--- src/rtl/t04_mem_arbiter_pkg.sv ---
// Shared types and limits for the shared-memory-port arbiter.
// Latency: none (types only). Backpressure: n/a.
package t04_arb_pkg;

    typedef enum logic [1:0] {
        ARB_IDLE  = 2'd0,
        ARB_ISSUE = 2'd1,
        ARB_WAIT  = 2'd2
    } arb_state_t;

    // req sampled in cycle 0 gives ack in cycle 2 against a zero-wait memory
    localparam int ARB_MIN_LATENCY = 2;
    localparam int ARB_MIN_CLIENTS = 2;
    localparam int ARB_MAX_CLIENTS = 8;

endpackage

--- src/rtl/t04_mem_arbiter_if.sv ---
// Client request/ack bundle plus the single memory port, as seen by the arbiter (slave) and its environment (master).
// Latency: none (wiring only). Backpressure: req held until ack; mem_busy stalls completion.
interface t04_mem_arbiter_if #(
    parameter int NUM_CLIENTS = 4,
    parameter int ADDR_W      = 32,
    parameter int DATA_W      = 32,
    parameter int SEL_W       = DATA_W / 8
);
    localparam int IDX_W = $clog2(NUM_CLIENTS);

    logic [NUM_CLIENTS-1:0]        req;
    logic [NUM_CLIENTS-1:0]        we;
    logic [NUM_CLIENTS*ADDR_W-1:0] adr;
    logic [NUM_CLIENTS*DATA_W-1:0] wdata;
    logic [NUM_CLIENTS*SEL_W-1:0]  sel;
    logic [NUM_CLIENTS-1:0]        ack;
    logic [DATA_W-1:0]             rdata;
    logic [IDX_W-1:0]              grant_idx;
    logic                          grant_vld;
    logic                          mem_write;
    logic                          mem_read;
    logic [ADDR_W-1:0]             mem_adr;
    logic [DATA_W-1:0]             mem_wdata;
    logic [SEL_W-1:0]              mem_sel;
    logic [DATA_W-1:0]             mem_rdata;
    logic                          mem_busy;

    modport slave (
        input  req, we, adr, wdata, sel, mem_rdata, mem_busy,
        output ack, rdata, grant_idx, grant_vld,
               mem_write, mem_read, mem_adr, mem_wdata, mem_sel
    );

    modport master (
        output req, we, adr, wdata, sel, mem_rdata, mem_busy,
        input  ack, rdata, grant_idx, grant_vld,
               mem_write, mem_read, mem_adr, mem_wdata, mem_sel
    );

endinterface

--- src/rtl/t04_mem_arbiter_rr_picker.sv ---
// Combinational rotating-priority picker: first requester after ptr (mod N), skipping masked indices.
// Latency: 0 cycles. Backpressure: none.
module t04_rr_picker #(
    parameter int N     = 4,
    parameter int IDX_W = $clog2(N)
) (
    input  logic [N-1:0]     req,
    input  logic [IDX_W-1:0] ptr,
    input  logic [N-1:0]     excl_mask,
    output logic [IDX_W-1:0] win_idx,
    output logic             found
);

    logic [N-1:0] cand;

    assign cand = req & ~excl_mask;

    always_comb begin
        win_idx = '0;
        found   = 1'b0;
        for (int k = 1; k <= N; k++) begin
            automatic int pos = (int'(ptr) + k) % N;
            if (!found && cand[pos]) begin
                found   = 1'b1;
                win_idx = IDX_W'(pos);
            end
        end
    end

endmodule

--- src/rtl/t04_mem_arbiter.sv ---
// N-client arbiter for one shared memory port: strict-priority RT client, round-robin for the rest.
// Latency: req in cycle 0 -> mem strobe cycle 1 -> ack cycle 2 (+1 per mem_busy cycle); one idle cycle between grants.
// Backpressure: one transaction in flight; req held until ack; mem_busy stretches ARB_WAIT. Option: T04_ARB_STARVE_LIMIT_EN.
module t04_mem_arbiter
    import t04_arb_pkg::*;
#(
    parameter int NUM_CLIENTS  = 4,
    parameter int ADDR_W       = 32,
    parameter int DATA_W       = 32,
    parameter int SEL_W        = DATA_W / 8,
    parameter int RT_CLIENT    = 1,
    parameter int MAX_RT_BURST = 8
) (
    input  logic clk,
    input  logic nRst,
    t04_mem_arbiter_if.slave bus
);

    localparam int IDX_W = $clog2(NUM_CLIENTS);
    localparam logic [NUM_CLIENTS-1:0] RT_MASK = NUM_CLIENTS'(1) << RT_CLIENT;

    generate
        if (NUM_CLIENTS < ARB_MIN_CLIENTS || NUM_CLIENTS > ARB_MAX_CLIENTS ||
            RT_CLIENT < 0 || RT_CLIENT >= NUM_CLIENTS || MAX_RT_BURST < 1) begin : g_bad_param
            $error("t04_mem_arbiter: parameter out of range");
        end
    endgenerate

    arb_state_t         state_q, state_d;
    logic [IDX_W-1:0]   grant_idx_q, grant_idx_d;
    logic [IDX_W-1:0]   ptr_q, ptr_d;
    logic               grant_vld_q, grant_vld_d;
    logic               we_q, we_d;
    logic               mem_write_q, mem_write_d;
    logic               mem_read_q, mem_read_d;
    logic [ADDR_W-1:0]  mem_adr_q, mem_adr_d;
    logic [DATA_W-1:0]  mem_wdata_q, mem_wdata_d;
    logic [SEL_W-1:0]   mem_sel_q, mem_sel_d;
    logic [DATA_W-1:0]  rdata_q, rdata_d;

    logic [IDX_W-1:0]   rr_idx;
    logic [IDX_W-1:0]   win_idx;
    logic               rr_found;
    logic               rt_req;
    logic               others_pend;
    logic               rt_block;
    logic               pick_rt;
    logic               grant_now;
    logic               done;

    t04_rr_picker #(
        .N     (NUM_CLIENTS),
        .IDX_W (IDX_W)
    ) u_rr_picker (
        .req       (bus.req),
        .ptr       (ptr_q),
        .excl_mask (RT_MASK),
        .win_idx   (rr_idx),
        .found     (rr_found)
    );

    assign rt_req      = bus.req[RT_CLIENT];
    assign others_pend = |(bus.req & ~RT_MASK);
    assign pick_rt     = rt_req && !rt_block;
    assign win_idx     = pick_rt ? IDX_W'(RT_CLIENT) : rr_idx;
    assign grant_now   = (state_q == ARB_IDLE) && (pick_rt || rr_found);
    assign done        = (state_q == ARB_WAIT) && !bus.mem_busy;

`ifdef T04_ARB_STARVE_LIMIT_EN
    localparam int CNT_W = $clog2(MAX_RT_BURST + 1);

    logic [CNT_W-1:0] burst_q, burst_d;

    // Once the RT client has won MAX_RT_BURST times in a row over waiting peers, yield one grant.
    assign rt_block = others_pend && (burst_q >= CNT_W'(MAX_RT_BURST));

    always_comb begin
        burst_d = burst_q;
        if (grant_now) begin
            if (pick_rt && others_pend) begin
                burst_d = burst_q + 1'b1;
            end else begin
                burst_d = '0;
            end
        end
    end

    always_ff @(posedge clk or negedge nRst) begin
        if (!nRst) begin
            burst_q <= '0;
        end else begin
            burst_q <= burst_d;
        end
    end
`else
    assign rt_block = 1'b0;
`endif

    always_comb begin
        state_d     = state_q;
        grant_idx_d = grant_idx_q;
        ptr_d       = ptr_q;
        grant_vld_d = grant_vld_q;
        we_d        = we_q;
        mem_write_d = mem_write_q;
        mem_read_d  = mem_read_q;
        mem_adr_d   = mem_adr_q;
        mem_wdata_d = mem_wdata_q;
        mem_sel_d   = mem_sel_q;
        rdata_d     = rdata_q;

        case (state_q)
            ARB_IDLE: begin
                if (grant_now) begin
                    state_d     = ARB_ISSUE;
                    grant_idx_d = win_idx;
                    grant_vld_d = 1'b1;
                    we_d        = bus.we[win_idx];
                    mem_write_d = bus.we[win_idx];
                    mem_read_d  = ~bus.we[win_idx];
                    mem_adr_d   = bus.adr[win_idx*ADDR_W +: ADDR_W];
                    mem_wdata_d = bus.wdata[win_idx*DATA_W +: DATA_W];
                    mem_sel_d   = bus.sel[win_idx*SEL_W +: SEL_W];
                    // RT wins do not disturb the rotation among the other clients
                    if (!pick_rt) begin
                        ptr_d = rr_idx;
                    end
                end
            end
            ARB_ISSUE: begin
                mem_write_d = 1'b0;
                mem_read_d  = 1'b0;
                state_d     = ARB_WAIT;
            end
            ARB_WAIT: begin
                if (done) begin
                    grant_vld_d = 1'b0;
                    state_d     = ARB_IDLE;
                    if (!we_q) begin
                        rdata_d = bus.mem_rdata;
                    end
                end
            end
            default: begin
                state_d = ARB_IDLE;
            end
        endcase
    end

    always_ff @(posedge clk or negedge nRst) begin
        if (!nRst) begin
            state_q     <= ARB_IDLE;
            grant_idx_q <= '0;
            ptr_q       <= IDX_W'(NUM_CLIENTS - 1);
            grant_vld_q <= 1'b0;
            we_q        <= 1'b0;
            mem_write_q <= 1'b0;
            mem_read_q  <= 1'b0;
            mem_adr_q   <= '0;
            mem_wdata_q <= '0;
            mem_sel_q   <= '0;
            rdata_q     <= '0;
        end else begin
            state_q     <= state_d;
            grant_idx_q <= grant_idx_d;
            ptr_q       <= ptr_d;
            grant_vld_q <= grant_vld_d;
            we_q        <= we_d;
            mem_write_q <= mem_write_d;
            mem_read_q  <= mem_read_d;
            mem_adr_q   <= mem_adr_d;
            mem_wdata_q <= mem_wdata_d;
            mem_sel_q   <= mem_sel_d;
            rdata_q     <= rdata_d;
        end
    end

    // Read data is forwarded in the ack cycle itself, then held in rdata_q.
    assign bus.ack       = done ? (NUM_CLIENTS'(1) << grant_idx_q) : '0;
    assign bus.rdata     = (done && !we_q) ? bus.mem_rdata : rdata_q;
    assign bus.grant_idx = grant_idx_q;
    assign bus.grant_vld = grant_vld_q;
    assign bus.mem_write = mem_write_q;
    assign bus.mem_read  = mem_read_q;
    assign bus.mem_adr   = mem_adr_q;
    assign bus.mem_wdata = mem_wdata_q;
    assign bus.mem_sel   = mem_sel_q;

endmodule

--- src/flat_wrapper.sv ---
// flat-port wrapper written by rule: the top's interface ports become plain ports
module t04_mem_arbiter_flat import t04_arb_pkg::*;
#(
    parameter int NUM_CLIENTS  = 4,
    parameter int ADDR_W       = 32,
    parameter int DATA_W       = 32,
    parameter int SEL_W        = DATA_W / 8,
    parameter int RT_CLIENT    = 1,
    parameter int MAX_RT_BURST = 8
)
  (clk, nRst, bus_req, bus_we, bus_adr, bus_wdata, bus_sel, bus_mem_rdata, bus_mem_busy, bus_ack, bus_rdata, bus_grant_idx, bus_grant_vld, bus_mem_write, bus_mem_read, bus_mem_adr, bus_mem_wdata, bus_mem_sel);
  t04_mem_arbiter_if #(.NUM_CLIENTS(NUM_CLIENTS), .ADDR_W(ADDR_W), .DATA_W(DATA_W), .SEL_W(SEL_W)) bus_i ();
  input  logic clk;
  input  logic nRst;
  input wire logic [$bits(bus_i.req)-1:0] bus_req;
  input wire logic [$bits(bus_i.we)-1:0] bus_we;
  input wire logic [$bits(bus_i.adr)-1:0] bus_adr;
  input wire logic [$bits(bus_i.wdata)-1:0] bus_wdata;
  input wire logic [$bits(bus_i.sel)-1:0] bus_sel;
  input wire logic [$bits(bus_i.mem_rdata)-1:0] bus_mem_rdata;
  input wire logic [$bits(bus_i.mem_busy)-1:0] bus_mem_busy;
  output wire logic [$bits(bus_i.ack)-1:0] bus_ack;
  output wire logic [$bits(bus_i.rdata)-1:0] bus_rdata;
  output wire logic [$bits(bus_i.grant_idx)-1:0] bus_grant_idx;
  output wire logic [$bits(bus_i.grant_vld)-1:0] bus_grant_vld;
  output wire logic [$bits(bus_i.mem_write)-1:0] bus_mem_write;
  output wire logic [$bits(bus_i.mem_read)-1:0] bus_mem_read;
  output wire logic [$bits(bus_i.mem_adr)-1:0] bus_mem_adr;
  output wire logic [$bits(bus_i.mem_wdata)-1:0] bus_mem_wdata;
  output wire logic [$bits(bus_i.mem_sel)-1:0] bus_mem_sel;
  assign bus_i.req = bus_req;
  assign bus_i.we = bus_we;
  assign bus_i.adr = bus_adr;
  assign bus_i.wdata = bus_wdata;
  assign bus_i.sel = bus_sel;
  assign bus_i.mem_rdata = bus_mem_rdata;
  assign bus_i.mem_busy = bus_mem_busy;
  assign bus_ack = bus_i.ack;
  assign bus_rdata = bus_i.rdata;
  assign bus_grant_idx = bus_i.grant_idx;
  assign bus_grant_vld = bus_i.grant_vld;
  assign bus_mem_write = bus_i.mem_write;
  assign bus_mem_read = bus_i.mem_read;
  assign bus_mem_adr = bus_i.mem_adr;
  assign bus_mem_wdata = bus_i.mem_wdata;
  assign bus_mem_sel = bus_i.mem_sel;
  t04_mem_arbiter #(.NUM_CLIENTS(NUM_CLIENTS), .ADDR_W(ADDR_W), .DATA_W(DATA_W), .SEL_W(SEL_W), .RT_CLIENT(RT_CLIENT), .MAX_RT_BURST(MAX_RT_BURST)) u_core (.clk(clk), .nRst(nRst), .bus(bus_i));
endmodule
--- config.mk ---
export PLATFORM = sky130hd
export DESIGN_NAME = t04_mem_arbiter_flat
export DESIGN_NICKNAME = d
export VERILOG_FILES = /design/src/rtl/t04_mem_arbiter_pkg.sv /design/src/rtl/t04_mem_arbiter_if.sv /design/src/rtl/t04_mem_arbiter_rr_picker.sv /design/src/rtl/t04_mem_arbiter.sv /design/src/flat_wrapper.sv
export SDC_FILE = /design/constraint.sdc
export NUM_CORES = 1
export LEC_CHECK = 0
export CAP_MARGIN = 10
export CORE_AREA = 4 4 163 165
export CTS_BUF_LIST = sky130_fd_sc_hd__clkbuf_8
export CTS_CLUSTER_SIZE = 30
export DETAILED_ROUTE_END_ITERATION = 16
export DIE_AREA = 0 0 167 169
export GPL_TIMING_DRIVEN = 0
export SETUP_SLACK_MARGIN = 0.4
export SLEW_MARGIN = 30
export SYNTH_ARGS = -nofsm -noshare
export SYNTH_HDL_FRONTEND = slang
export SYNTH_SLANG_ARGS = --single-unit
--- constraint.sdc ---
create_clock -name clk -period 4.2 [get_ports clk]
set_input_delay 1.26 -clock clk [delete_from_list [all_inputs] [get_ports clk]]
set_output_delay 1.26 -clock clk [all_outputs]
set_load 0.01 [all_outputs]
==> results.txt <==
Final wirelength: 27300 um
First-pass GRT wire length: 41200 um
Post-Syn Nets: 854
CTS sink cnt: 110
Multi-input gate area: 3520 um^2
Final ANT Viol Nets: 0
Core ar.: 25000 um^2
Site row count: 58
Root buf cell: clkbuf_8
GP Congestion: 0.836
Netlist cell types: 38
P_leak: 4.81 nW
Max-Cap Viols: 0
DR iter-0 viols: 251
CP arrival: 2.49 ns
H-tree levels: 3
RSZ-0062 raised after global routing: false
Synth Register Bits: 110
Clock Skew: 0.0202 ns
Largest cells by area after synthesis: dfrtp_1 40%, mux2i_1 21%, o221ai_2 11%, mux2_1 5.9%, mux2_2 4.9%
Clock network latency to the later pin of the worst-skew pair: 0.39 ns
Max-slew headroom: 61.2%
Period utilization: 89.3%
Die X: 167 um
Worst Tran Pin Value: 0.582 ns
First drt pass iteration count: 6
Main flop type after synthesis: dfrtp_1
Critical Path End Type: output pin
Seq/Total Area, Yosys: 41.2%
Initial antenna violation count: 1
Final hold vios: 0
Most frequent cells after synthesis: 137 x mux2i_1, 108 x dfrtp_1, 78 x nand2_1, 48 x o221ai_2, 35 x mux2_1
Die H: 169 um
Netlist Area Pre-Place: 6690 um^2
DR vias/cell: 4.65
Fmax: 0.267 GHz
Routed len/inst: 20.7 um
Setup TNS: 0 ns
Vias in the first global route: 6689
Peak supply drop: 0.263 mV
Worst-path fanout max: 7
DRC Markers: 0
Post-synth EDFFs: 0
Max-slew violation count: 0
Critical path data required time: 2.94 ns
CTS tree: built
Synth warn: 0
Clk slew on worst S/H paths: 0.11 ns
Minimum clock period: 3.75 ns
Port-buffer cells: 423
Die footprint: 28200 um^2
Pin count of the biggest net entering global routing: 61
Initial Util: 26.7%
Run status: finished clean
Cell Pwr Density: 546 nW/um^2
Cells after Synth: 539
IO Pins: 424
Cells after DPL: 1293
Grt ovf: 0
CTS Buffer Depth: 2
# fillers: 2379
Non-filler cells in the finished layout: 1318
Total CTS buffers: 9
Area Overhead vs Synth: 74.5%
Critical path startpoint category: input port
Vias: 6135
Area leader, netlist: dfrtp_1
Power Total: 6.37 mW
All-Layer GR Usage: 18.8%
Top cell type's share of synthesized area: 40.4%
Reg area: 2760 um^2
Critical Setup Path Class: input port to output pin
Worst Hold Class: flip-flop to flip-flop
Post-detail-place hpwl: 21900 um
Count leader, synth: mux2i_1
Nets: 1297
Mean Syn Cell Area: 12.4 um^2
Asr flop ratio synth: 100%
Setup violators final: 0
Share of cells above drive strength 1: 18.8%
[flip-flops by register name (all words and copies together) (netlist names)]
register and flops:
u_core.bus.mem_write 1, u_core.bus.grant_idx 2, u_core.rdata_q 32, u_core.bus.grant_vld 1, u_core.bus.mem_read 1, u_core.ptr_q 2, u_core.state_q 2, u_core.bus.mem_wdata 32
u_core.we_q 1, u_core.bus.mem_adr 32, u_core.bus.mem_sel 4
[where the power goes]
group / leakage, nW / internal (mW) / total [mW] / switching [mW]
sequential: 1.34 / 1.59 / 1.88 / 0.291
combinational: 3.38 / 2.03 / 3.79 / 1.76
clock: 0.0982 / 0.284 / 0.697 / 0.413
total: 4.81 / 3.91 / 6.37 / 2.47
[through the flow]
| step | hold slack (ns) | setup WS (ns) | area (um^2) | util (%) |
|---|---|---|---|---|
| final | 0.489 | 0.451 | 11700 | 46.6 |
| after global routing | 0.512 | 0.408 | 11700 | 46.6 |
| after CTS | 0.497 | 0.410 | 11700 | 46.6 |
| after detailed placement | 0.471 | -0.713 | 11400 | 45.4 |
| after global placement | 0.462 | -2.94 | 11300 | 45.3 |
| after floorplan | 0.450 | 0.602 | 6690 | - |
[cell type report]
class	instances	area share (%)
plain buffers	45	4.19
clock buffers	9	1.06
diodes	1	0.0214
well taps	330	3.54
flip-flops and latches	110	23.6
multi-input cells	381	30.2
clock inverters	7	0.675
repair buffers	431	36.6
inverters	4	0.150
[layout by cell type, fill, tap and decap left out, drive strengths merged]
master         instances
o221ai                68
o21ai                  3
and2                   1
nand2                 80
dfrtp                108
dlymetal6s2s           1
nor4                   1
mux2                  64
diode                  1
o2bb2ai                1
a21o                   4
mux2i                137
a211oi                 3
or3                    1
clkdlybuf4s50        388
clkinv                 1
nor3                   1
inv                    7
a311oi                 1
and3b                  1
and3                   1
a21oi                  4
bufinv                 1
nand2b                 1
buf                   77
bufbuf                 3
nor2                   8
clkbuf                16
dfstp                  2
clkinvlp               2
nand3                  1
[path summary, 6_finish.rpt]
kind,startpoint,end,slack [ns],depth (start not counted)
min reg2reg,u_core.rdata_q[26]$_DFFE_PN0P_,u_core.rdata_q[26]$_DFFE_PN0P_,0.49,1
min,u_core.rdata_q[26]$_DFFE_PN0P_,u_core.rdata_q[26]$_DFFE_PN0P_,0.49,1
min in group asynchronous,nRst,u_core.bus.mem_wdata[30]$_DFFE_PN0P_,0.75,1
max,bus_mem_busy,bus_rdata[8],0.45,9
max reg2reg,u_core.ptr_q[0]$_DFFE_PN1P_,u_core.bus.mem_adr[10]$_DFFE_PN0P_,1.98,7
max in group asynchronous,nRst,u_core.bus.grant_vld$_DFFE_PN0P_,2.79,2
[kinds of logic after synthesis]
group	Yosys count	share of synthesized area [%]
AOI/OAI and AO/OA	84	15.0
muxes	201	31.3
and+or+nand+nor	95	5.74
DFF	110	41.2
buffers and inverters	49	6.75
[timing repair]
item	4_1_cts	5_1_grt
hold endpoints to repair	0	0
endpoints found under the setup margin	36	6
hold buffers	0	0
cloned	4	0
pin swaps	3	1
buffers inserted	4	0
resized for setup	167	2
[routing by layer]
layer,wire [um],GRT usage [%],vias to the layer above
li1,-,-,2925
met1,10800,22.2,2909
met2,13800,33.4,265
met3,2010,5.21,36
met4,701,5.87,0
met5,0,0,-
[critical path, stage by stage]
cell     delay [ns]
buf_6          0.10
nor2_4         0.10
nand2_2        0.08
nor2_4         0.11
buf_12         0.16
buf_12         0.12
buf_16         0.11
mux2_4         0.31
buf_6          0.13
Note: power is estimated with default switching activity, not from simulation.
